[config.mk]
export PLATFORM = sky130hd
export DESIGN_NAME = tdm_demux_8ch
export DESIGN_NICKNAME = d
export VERILOG_FILES = /design/src/rtl/tdm_demux_8ch.sv
export SDC_FILE = /design/constraint.sdc
export NUM_CORES = 1
export LEC_CHECK = 0
export CAP_MARGIN = 15
export CELL_PAD_IN_SITES_DETAIL_PLACEMENT = 1
export CELL_PAD_IN_SITES_GLOBAL_PLACEMENT = 2
export CORE_MARGIN = 5
export CORE_UTILIZATION = 33
export DETAILED_ROUTE_END_ITERATION = 12
export MAX_ROUTING_LAYER = met4
export PLACE_DENSITY_LB_ADDON = 0.1
export SLEW_MARGIN = 20
export SYNTH_ARGS = -nofsm -noshare
export SYNTH_HDL_FRONTEND = slang
export SYNTH_SLANG_ARGS = --single-unit
export TNS_END_PERCENT = 30
[constraint.sdc]
create_clock -name clk -period 2.3 [get_ports clk]
set_input_delay 0.23 -clock clk [delete_from_list [all_inputs] [get_ports clk]]
set_output_delay 0.23 -clock clk [all_outputs]
set_load 0.03 [all_outputs]
[src/rtl/tdm_demux_8ch.sv]
// tdm_demux_8ch: recovers 8 channels from a slot-strobed TDM stream, checks
// slot-0 sync alignment and emits each complete frame as a parallel word.
`default_nettype none

module tdm_demux_8ch #(
  parameter int DW = 1
) (
  input  logic            clk,
  input  logic            rst,
  input  logic            din_valid,
  input  logic            frame_sync,
  input  logic [DW-1:0]   din,
  output logic [2:0]      slot,
  output logic [8*DW-1:0] chan,
  output logic            frame_valid,
  output logic            sync_err,
  output logic [7:0]      frame_cnt
);

  typedef enum logic [0:0] {S_HUNT = 1'b0, S_RUN = 1'b1} state_t;

  state_t            r_state, w_state;
  logic [2:0]        r_slot, w_slot;
  logic [7*DW-1:0]   r_shadow, w_shadow;
  logic [8*DW-1:0]   r_chan, w_chan;
  logic [7:0]        r_cnt, w_cnt;
  logic              r_fv, w_fv;
  logic              r_se, w_se;

  always_ff @(posedge clk or posedge rst) begin
    if (rst) begin
      r_state  <= S_HUNT;
      r_slot   <= 3'd0;
      r_shadow <= '0;
      r_chan   <= '0;
      r_cnt    <= 8'd0;
      r_fv     <= 1'b0;
      r_se     <= 1'b0;
    end else begin
      r_state  <= w_state;
      r_slot   <= w_slot;
      r_shadow <= w_shadow;
      r_chan   <= w_chan;
      r_cnt    <= w_cnt;
      r_fv     <= w_fv;
      r_se     <= w_se;
    end
  end

  always_comb begin
    w_state  = r_state;
    w_slot   = r_slot;
    w_shadow = r_shadow;
    w_chan   = r_chan;
    w_cnt    = r_cnt;
    w_fv     = 1'b0;
    w_se     = 1'b0;
    if (din_valid) begin
      if (r_state == S_HUNT) begin
        if (frame_sync) begin
          w_shadow[DW-1:0] = din;
          w_slot           = 3'd1;
          w_state          = S_RUN;
        end
      end else if (frame_sync) begin
        // A sync anywhere but slot 0 restarts the frame on this strobe.
        w_se             = (r_slot != 3'd0);
        w_shadow[DW-1:0] = din;
        w_slot           = 3'd1;
      end else if (r_slot == 3'd0) begin
        w_se    = 1'b1;
        w_state = S_HUNT;
      end else if (r_slot == 3'd7) begin
        w_chan = {din, r_shadow};
        w_fv   = 1'b1;
        w_cnt  = r_cnt + 8'd1;
        w_slot = 3'd0;
      end else begin
        for (int k = 1; k < 7; k++) begin
          if (r_slot == 3'(k)) w_shadow[k*DW +: DW] = din;
        end
        w_slot = r_slot + 3'd1;
      end
    end
  end

  assign slot        = r_slot;
  assign chan        = r_chan;
  assign frame_valid = r_fv;
  assign sync_err    = r_se;
  assign frame_cnt   = r_cnt;

endmodule

`default_nettype wire

======== Word level (Yosys, flattened, before mapping) ========
Index checks and enable logic that the tools add are counted.
storage, ports and cells
  bits in registers ....................... 29
  latch bits .............................. 0
  RAM bits ................................ 0
  memory bits (read-only) ................. 0
  input port bits ......................... 5
  logic and storage cells ................. 56
  memories kept ........................... 0
operators by class
  $add $sub $neg .......................... 2
  multipliers ............................. 0
  div/mod/pow operators ................... 0
  $lt $le $gt $ge ......................... 0
  equality and inequality tests ........... 8
  shifts and indexed selects .............. 0
  multiplexer cells ....................... 18
  bitwise logic cells ..................... 3
  reductions and logical operators ........ 12
operators with widths
  cell                 number
  $reduce_and 6->1     6
  $mux 3               5
  $mux 1               13
  $eq 3x3->1 const B   4
  $add 8x1->8 const B  1
  $eq 3x2->1 const B   2
  $reduce_and 5->1     1
  $add 3x1->3 const B  1
  $eq 3x1->1 const B   1
  $logic_not 3->1      1
  $not 1->1            3
  $reduce_and 3->1     1
  $reduce_bool 3->1    1
  $ne 2x2->1 const B   1
  $reduce_and 2->1     1
  $reduce_bool 2->1    1

======== Longest topological paths before layout ========
Gate-level depths: netlist (run 1).
  word-level depth ........................ 6
  depth in mapped cells ................... 9
  depth with buffers taken out ............ 8

======== Worst setup path after synthesis (run 1) ========
No wires, ideal clock.
  path type ............................... register to register
  start point ............................. register r_slot[0], in the netlist slot[0]
  end point ............................... register r_cnt[2], in the netlist frame_cnt[2]
  setup time .............................. 0.135 ns
  arrival ................................. 1.845 ns
  slack ................................... 0.319 ns
  stages on the path, launching flop included .. 10
  cell sequence ........................... dfrtp_1 > inv_1 > ha_1 > nor2b_1 > inv_1 > ha_1 > and4_1 > buf_4 > nand2_1 > xnor2_1
between the ends
  longest elaborated chain between the ends .. 3
RTL lines
  what                            line  RTL
  start: declaration              23    logic [2:0] r_slot, w_slot;
  start signal: assignment        41    r_slot <= w_slot;
  $logic_not 3->1                 70    end else if (r_slot == 3'd0) begin
  $not 1->1 (no line)             n/a
  $reduce_and 5->1 (no line) (*)  n/a
  end signal: assignment          44    r_cnt <= w_cnt;
  end: declaration                26    logic [7:0] r_cnt, w_cnt;
Mark *: on every way between the ends. The rest lies on a longest branch, timed or not.
A chain may end at the register's enable or synchronous reset.

======== Worst setup path in the final report (run 1) ========
  start point ............................. register r_slot[0], in the netlist slot[0]
  end point ............................... register r_cnt[7], in the netlist frame_cnt[7]
The elaborated chain is that of the path after synthesis.

==> out/qor.txt, run 1 <==
Worst slew margin: 68.6%
Buffers added on ports: 25
R2r startpoint: slot[0]
Outcome: complete, no violations
Post-synth EDFFs: 0
Req. time, crit path: 2.51 ns
Critical-path top delay cell: dfrtp_1
Core ar.: 4290 µm²
Clock Skew: 0.00725 ns
Tcrit/Tclk final: 90.9%
Detailed Route WL: 3.16 mm
Yosys warnings: 0
Area occupied by multi-input gates: 646 µm²
Flops & latches, synth: 29
Power per Cell Area: 930 nW/µm²
Die ar.: 5760 µm²
Top cells by area, synth: dfrtp_1 (51%), nand2_1 (9.2%), ha_1 (8.7%)
Global-route wire length before repair: 5.33 mm
Total clock sinks: 29
RSZ-0062 raised after global routing: false
Post-Synth XOR/XNOR Area: 4.28%
Drt wl/cell: 14.8 µm
Area Overhead vs Synth: 26.9%
Vias: 1024
Final HPWL from detailed placement: 2.32 mm
Post-synth net total: 144
# Post-CTS Setup Buffers: 0
Final ANT Viol Nets: 0
Final #Nets: 175
MaxCap Viol Count: 0
Distinct cells, synth: 30
CTS Buffer Depth: 2
Largest family of logic cells by synthesized area: simple AND/OR/NAND/NOR gates
Min cycle time layout: 2.09 ns
Register area: 726 µm²
Placed Cells: 205
Pins Over Slew Limit: 0
Type of origin of the critical path: register
Row cnt: 24
Overflow after GRT: 0
Top-area cell type share of the netlist area: 50.7%
Worst slack at placement: 0.192 ns
GPL Wtd Cong: 0.746
Num CTS Buffers: 5
Ant diodes: 0
Crit path launch: slot[0]
Crit. End Element: register
R2r setup slk: 0.21 ns
WP depth: 8
Final number of hold-violating endpoints: 0
Finished Layout Cells: 213
Drc violations: 0
Peak supply drop: 570 µV
Synth Cell Area: 1430 µm²
Die H: 75.9 µm
Reg2Reg Depth: 8
Least-Margin Pin Slew: 0.472 ns
Cells along the critical path: inv_1 > ha_1 > nor2b_1 > inv_1 > ha_1 > nand4_4 > nor4_4 > xor2_1
Initial Util: 33.4%
Fraction of layout cells with a size suffix above 1: 13.7%
P_leak: 0.000890 µW
Clock slew seen by the registers of the worst setup and hold paths: 0.06 ns
Final Setup Violations: 0
Top cell type by total area after synthesis: dfrtp_1
All-Layer GR Usage: 13.3%
Clock Tree Root: clkbuf_8
Fin util: 42.3%
Number of H-tree levels: 2
Pin count of the biggest net entering global routing: 30
Cells after Synth: 129
Post-synth top flop: dfrtp_1
DRT Pass-1 Iters: 3
Die Wd: 75.9 µm
Initial antenna violation count: 0
Number of hold buffers added after cts: 0
Adder-cell share of the synthesized area: 8.73%
Tightest Hold Check Type: in2async
Final-layout fill cell count: 484
Setup CP Type: reg2reg
CP Buf/Inv Count: 2
CP arrival: 2.30 ns
CTS tree: built
Critical Path Sink: frame_cnt[7]
Post-CTS Resized: 0
Ys async rst share: 100%
Routed vias/inst: 4.81
Setup ws final: 0.208 ns
Multiplexer area fraction after synthesis: 5.50%
Setup TNS: 0 ns
Compound-Gate Fraction of Synth Area: 3.58%
Reg-to-reg endpoint: frame_cnt[7]
Skew-Pair Late Insertion Delay: 0.28 ns
Vias in the first global route: 1076
CP top delay family: simple AND/OR/NAND/NOR gates
Seq/Total Area, Yosys: 50.7%
Worst Path Max Fanout: 14
Achievable frequency: 478 MHz
Syn avg cell area: 11.1 µm²
Post-Synth Simple-Gate Area: 23.0%
CP peak stage delay: 0.42 ns
I/O Pins: 26
Initial DRC count: 24
==> area by class of cell <==
cell class | count | area share (%)
Timing Repair Buffer | 28 | 15.0
Clock inverter | 2 | 0.551
Tap cell | 52 | 3.58
Sequential cell | 29 | 39.9
Multi-Input combinational cell | 89 | 35.5
Clock buffer | 6 | 3.99
Inverter | 7 | 1.45
==> per-layer routing <==
metal	vias to the layer above	track usage [%]	wire (µm)
met2	21	19.3	1400
met5	-	-	0
met1	506	16.4	1560
li1	493	-	-
met3	4	4.75	166
met4	0	5.83	31
==> sequential cells by signal, indices dropped and copies added (netlist names) <==
signal	cells
chan	8
frame_cnt	8
slot	3
r_shadow	7
r_state	1
frame_valid	1
sync_err	1
==> worst min path at each step <==
stage,startpoint,to,slack (ns),depth (start not counted)
2_1_floorplan,rst,chan[0],0.31,1
3_3_place_gp,r_shadow[6],chan[6],0.45,2
3_5_place_dp,r_shadow[1],chan[1],0.45,2
4_1_cts,rst,chan[0],0.34,3
5_1_grt,rst,frame_cnt[0],0.37,3
6_report,rst,frame_cnt[0],0.32,3
==> cell usage in the layout (no fill, tap or decap), types with 3 or more instances in the layout <==
cell type	instances
inv_1	7
ha_1	10
nand3_1	5
clkdlybuf4s50_1	25
buf_4	3
nor2_1	3
mux2_2	5
nand2_1	35
clkbuf_8	5
dfrtp_1	29
xor2_1	4
xnor2_1	3
==> kinds of logic after synthesis <==
kind of cell,count (synthesis)
AND/OR/NAND/NOR,58
flip-flops,29
buffers and inverters,11
adder cells (fa/ha/maj),10
AO/OA/AOI/OAI,7
XOR/XNOR,7
multiplexers,7
==> power breakdown <==
| part | switching, µW | internal [µW] | total, µW |
|---|---|---|---|
| Combinational | 312 | 250 | 562 |
| Clock | 187 | 209 | 396 |
| Sequential | 119 | 615 | 734 |
| Total | 618 | 1070 | 1690 |
==> cells in the mapped netlist (2+ instances only) <==
library cell  count
buf_6             2
dfrtp_1          29
ha_1             10
inv_1             7
mux2_1            2
mux2_2            5
nand2_1          35
nand3_1           5
nand4_1           2
nor2_1            3
nor2b_1           2
nor3_1            2
nor4b_2           2
o2bb2ai_1         2
xnor2_1           3
xor2_1            4
==> worst register-to-register path, stage by stage, from the launching register on <==
cell,delay (ns)
dfrtp_1,0.42
inv_1,0.11
ha_1,0.23
nor2b_1,0.16
inv_1,0.10
ha_1,0.22
nand4_4,0.26
nor4_4,0.36
xor2_1,0.16
==> metrics by stage <==
| step | power [µW] | cell area, µm² | hold slack (ns) |
|---|---|---|---|
| 2_1_floorplan | 1110 | 1430 | 0.308 |
| 3_3_place_gp | 1300 | 1740 | 0.453 |
| 3_5_place_dp | 1320 | 1740 | 0.453 |
| 4_1_cts | 1730 | 1820 | 0.335 |
| 5_1_grt | 1810 | 1820 | 0.371 |
| 6_report | 1690 | 1820 | 0.321 |
Power figures use the tool's default switching activity.
==> run 2, diff against run 1 <==
CORE_MARGIN = 3   (was 5)
==> run 2 against run 1 <==
Net effect:
- critical path depth stayed put
- combinational power is essentially flat
- sequential cell count stayed put
- maximum frequency grew 0.94%
- first-iteration DRC count grew to 2.5 times the previous value
- final cell count fell by 1.4%
- clock skew grew 0.00080 ns
- sequential share of layout area grew 0.14 points
- setup slack gained 0.019 ns
- largest power group unchanged
==> out/qor.txt, run 2 (same netlist as run 1, synthesis figures left out) <==
CP arrival: 2.27 ns (-0.03 ns)
Achievable frequency: 483 MHz (+0.94%)
Tightest Hold Check Type: in2async
Final Setup Violations: 0 (unchanged)
Final #Nets: 174 (-0.57%)
Final number of hold-violating endpoints: 0 (unchanged)
Pins Over Slew Limit: 0 (unchanged)
Number of H-tree levels: 2 (unchanged)
Overflow after GRT: 0 (unchanged)
Type of origin of the critical path: register
RSZ-0062 raised after global routing: false
MaxCap Viol Count: 0 (unchanged)
Initial Util: 35.1% (+1.7 points)
Power, Total: 1700 µW (+0.67%)
Least-Margin Pin Slew: 0.406 ns (-0.0654 ns)
Row cnt: 23 (-4.2%)
Peak supply drop: 632 µV (+11%)
Drc violations: 0 (unchanged)
Clock Tree Root: clkbuf_8
Crit. End Element: register
Die Wd: 71.9 µm (-5.3%)
Die ar.: 5170 µm² (-10%)
Final ANT Viol Nets: 0 (unchanged)
Setup TNS: 0 ns (unchanged)
Worst Path Max Fanout: 14 (unchanged)
# Post-CTS Setup Buffers: 0 (unchanged)
Clock Skew: 0.00805 ns (+0.000799 ns)
Fin util: 44.3% (+2.0 points)
Total clock sinks: 29 (unchanged)
Buffers added on ports: 25 (unchanged)
Fin area: 1810 µm² (-0.34%)
Req. time, crit path: 2.50 ns (about the same)
Most frequent cells in the layout: nand2_1 (35), dfrtp_1 (29), clkdlybuf4s50_1 (25), ha_1 (10), inv_1 (7)
Initial DRC count: 60 (+150%)
Vias: 1011 (-1.3%)
CTS tree: built
Min cycle time layout: 2.07 ns (-0.0195 ns)
Final-layout fill cell count: 453 (-6.4%)
Detailed Route WL: 3.04 mm (-3.8%)
Core ar.: 4090 µm² (-4.8%)
Initial antenna violation count: 0 (unchanged)
Skew-Pair Late Insertion Delay: 0.29 ns (about the same)
Area Overhead vs Synth: 26.5%
Routed vias/inst: 4.81 (+0.14%)
GPL Wtd Cong: 0.773 (+3.7%)
CTS Buffer Depth: 2 (unchanged)
Global-route wire length before repair: 5.40 mm (+1.2%)
Post-CTS Resized: 0 (unchanged)
Ant diodes: 0 (unchanged)
Fin Hold WS: 0.318 ns (-0.00326 ns)
P_leak: 0.000884 µW (-0.66%)
Commonest non-fill, non-tap cell in the layout: nand2_1
Num CTS Buffers: 5 (unchanged)
Outcome: complete, no violations
Tcrit/Tclk final: 90.1% (-0.85 points)
Pin count of the biggest net entering global routing: 30 (unchanged)
Die H: 71.9 µm (-5.3%)
Final HPWL from detailed placement: 2.23 mm (-3.5%)
DRT Pass-1 Iters: 4 (+1)
All-Layer GR Usage: 14.0% (+0.74 points)
I/O Pins: 26 (unchanged)
Drt wl/cell: 14.5 µm (-2.4%)
Number of hold buffers added after cts: 0 (unchanged)
Vias in the first global route: 1109 (+3.1%)
Fraction of layout cells with a size suffix above 1: 13.8% (+0.085 points)
Clock slew seen by the registers of the worst setup and hold paths: 0.07 ns (about the same)
Power per Cell Area: 940 nW/µm² (+1.0%)
Setup CP Type: reg2reg
DP Area: 1730 µm² (-0.58%)
Worst slew margin: 72.9% (+4.4 points)
==> run 2: where the power goes <==
part	leakage [µW]	internal [µW]	switching, µW	total (µW)
registers	0.000390	614	110	724
logic	0.000450	251	314	564
clock network	0.0000439	208	206	414
total	0.000884	1070	629	1700
==> run 2: layout make-up <==
type | instances | area, µm² | share of cell area [%]
Sequential cell | 29 | 726 | 40.1
Tap cell | 50 | 62.6 | 3.45
Timing Repair Buffer | 27 | 265 | 14.6
Clock buffer | 5 | 68.8 | 3.80
Inverter | 7 | 26.3 | 1.45
Clock inverter | 3 | 17.5 | 0.967
Multi-Input combinational cell | 89 | 646 | 35.6
==> run 2: worst paths after layout <==
check / depth (start not counted) / slack, ns / end / start
min: 3 / 0.32 / chan[0] / rst
max reg2reg: 8 / 0.23 / frame_cnt[7] / slot[0]
max in group asynchronous: 3 / 1.69 / frame_valid / rst
min reg2reg: 2 / 0.46 / chan[1] / r_shadow[1]
max: 8 / 0.23 / frame_cnt[7] / slot[0]
min in group clk: 2 / 0.46 / chan[1] / r_shadow[1]
==> run 2: critical path, cell delays in order, from the launching register on <==
cell and delay [ns]:
dfrtp_1 0.42, inv_1 0.11, ha_1 0.23, nor2b_1 0.15, inv_1 0.09, ha_1 0.20, nand4_4 0.26, nor4_4 0.36
xor2_1 0.18
==> run 2: through the flow <==
step / setup slack [ns] / std cells
after floorplan: 0.319 / 129
after global placement: 0.324 / 202
after detailed placement: 0.230 / 202
after CTS: 0.199 / 210
after global routing: 0.0191 / 210
final: 0.228 / 210
==> run 2: per-layer routing <==
| metal | wire (µm) | GRT usage, % | up-vias |
|---|---|---|---|
| met1 | 1420 | 17.3 | 494 |
| met2 | 1430 | 21.6 | 21 |
| met3 | 115 | 3.60 | 8 |
| met4 | 72 | 6.26 | 0 |
| met5 | 0 | - | - |
| li1 | - | - | 488 |
==> run 3, diff against run 2 <==
CORE_UTILIZATION = 39   (was 33)
CTS_CLUSTER_DIAMETER = 40   (was default)
DONT_BUFFER_PORTS = 1   (was default)
==> run 3 against run 2 <==
Net effect:
- clock-buffer cell count grew 2
- die area decreased by 14%
- non-clock buffer count decreased by 21
- wire length decreased by 3.7%
- clock power grew 2%
- sequential power grew 6.4%
- clock skew down 0.0039 ns
- largest cell class unchanged
==> out/qor.txt, run 3 (same netlist as run 1, synthesis figures left out) <==
Commonest non-fill, non-tap cell in the layout: nand2_1
Least-Margin Pin Slew: 0.433 ns (+0.0265 ns)
Tightest Hold Check Type: in2reg
RSZ-0062 raised after global routing: false
Min cycle time layout: 2.11 ns (+0.0372 ns)
Buffers added on ports: 0 (-100%)
Type of origin of the critical path: register
Vias in the first global route: 1058 (-4.6%)
Final number of hold-violating endpoints: 0 (unchanged)
Pins Over Slew Limit: 0 (unchanged)
Worst slew margin: 71.2% (-1.8 points)
Initial antenna violation count: 0 (unchanged)
CTS tree: built
Vias: 947 (-6.3%)
Final HPWL from detailed placement: 2.15 mm (-3.9%)
Overflow after GRT: 0 (unchanged)
Initial Util: 41.6% (+6.6 points)
CP arrival: 2.30 ns (+0.03 ns)
Crit path launch: slot[1]
Outcome: complete, no violations
Crit. End Element: register
Hold path depth: 1
Clock Skew: 0.00419 ns (-0.00386 ns)
Switching part of the total: 36.9% (-0.10 points)
Setup TNS: 0 ns (unchanged)
P_sw: 607 µW (-3.5%)
GPL Wtd Cong: 0.701 (-9.4%)
Req. time, crit path: 2.49 ns (about the same)
Clock Tree Root: clkbuf_8
MaxCap Viol Count: 0 (unchanged)
All-Layer GR Usage: 16.4% (+2.4 points)
Peak supply drop: 562 µV (-11%)
Setup CP Type: reg2reg
Total clock sinks: 29 (unchanged)
Num CTS Buffers: 5 (unchanged)
Internal power: 1040 µW (-3.1%)
Power per Cell Area: 1040 nW/µm² (+10%)
Achievable frequency: 474 MHz (-1.8%)
Fin util: 46.2% (+1.8 points)
Final ANT Viol Nets: 0 (unchanged)
Initial DRC count: 38 (-37%)
Die Wd: 66.6 µm (-7.3%)
Detailed Route WL: 2.93 mm (-3.7%)
R2r startpoint: slot[1]
Hold path start: din_valid
I/O Pins: 26 (unchanged)
Clock network power share: 25.7% (+1.4 points)
CTS Buffer Depth: 2 (unchanged)
Core ar.: 3440 µm² (-16%)
Reg2Reg Depth: 6 (-2)
DRT Pass-1 Iters: 3 (-1)
P_leak: 0.000816 µW (-7.7%)
Routed vias/inst: 5.15 (+6.9%)
Flop pwr share: 46.7% (+4.2 points)
Drc violations: 0 (unchanged)
Die H: 66.6 µm (-7.3%)
Global-route wire length before repair: 5.09 mm (-5.7%)
Final #Nets: 153 (-12%)
Die ar.: 4440 µm² (-14%)
Most frequent cells in the layout: nand2_1 (35), dfrtp_1 (29), ha_1 (10), inv_1 (7), clkbuf_8 (6)
Fraction of layout cells with a size suffix above 1: 16.7% (+2.9 points)
Ant diodes: 0 (unchanged)
Worst Path Max Fanout: 14 (unchanged)
Area Overhead vs Synth: 10.9%
Clock slew seen by the registers of the worst setup and hold paths: 0.06 ns (about the same)
Comb power frac: 27.5% (-5.7 points)
Tcrit/Tclk final: 91.7% (+1.6 points)
Skew-Pair Late Insertion Delay: 0.28 ns (about the same)
Drt wl/cell: 15.9 µm (+10%)
Pin count of the biggest net entering global routing: 30 (unchanged)
Row cnt: 21 (-8.7%)
Final Setup Violations: 0 (unchanged)
Number of H-tree levels: 2 (unchanged)
run 3: cell types whose count changed in the layout (fill, tap and decap cells not counted), sizes merged:
cell           delta
clkdlybuf4s50    -25
clkinvlp          -1
dlygate4sd3       +1
clkbuf            +2
clkinv            -2
buf               +3
run 3: final timing paths:
kind                           endpoint  slack, ns
max in group asynchronous       chan[6]       1.55
min                             r_state       0.05
min reg2reg                     chan[4]       0.47
max reg2reg                frame_cnt[6]       0.19
max                        frame_cnt[6]       0.19
min in group asynchronous  frame_cnt[1]       0.47
run 3: critical path, cell delays in order (launching register included):
cell     delay, ns
dfrtp_1       0.38
buf_4         0.19
ha_1          0.33
ha_1          0.30
nand4_4       0.26
nor3_1        0.34
xor2_1        0.21
run 3: power by group through the flow:
stage | combinational, µW | sequential [µW] | clock [µW]
after global placement | 437 | 770 | 0
after global routing | 510 | 791 | 456
after detailed placement | 457 | 779 | 0
after floorplan | 313 | 799 | 0
after CTS | 466 | 771 | 435
final | 454 | 770 | 424
run 3: repair_timing:
action	CTS	global route
endpoints found under the hold margin	29	0
hold buffers	1	0
resized for setup	0	0
buffers inserted	0	0
run 3: area by class of cell:
cell class | count | area, µm²
sequential | 29 | 726
inverter | 7 | 26.3
multi-input combinational | 89 | 646
clock buffer | 7 | 86.3
tap | 46 | 57.6
timing repair buffer | 6 | 47.5
fill | 385 | 1850
run 3: routing by layer:
metal  GRT usage (%)  routed length (µm)  vias to the layer above
li1                -                   -                      449
met1            18.4                1290                      466
met2            25.4                1380                       26
met3            6.07                 190                        6
met4            8.38                  64                        0
met5               -                   0                        -
run 3: through the flow:
step | hold WS, ns | area (µm²) | worst slack (ns) | total power, µW | instances
3_5_place_dp | 0.219 | 1490 | 0.227 | 1240 | 176
3_3_place_gp | 0.213 | 1490 | 0.332 | 1210 | 176
2_1_floorplan | 0.308 | 1430 | 0.319 | 1110 | 129
6_report | 0.0462 | 1590 | 0.191 | 1650 | 184
4_1_cts | 0.0413 | 1590 | 0.162 | 1670 | 184
5_1_grt | 0.0409 | 1590 | 0.00829 | 1760 | 184
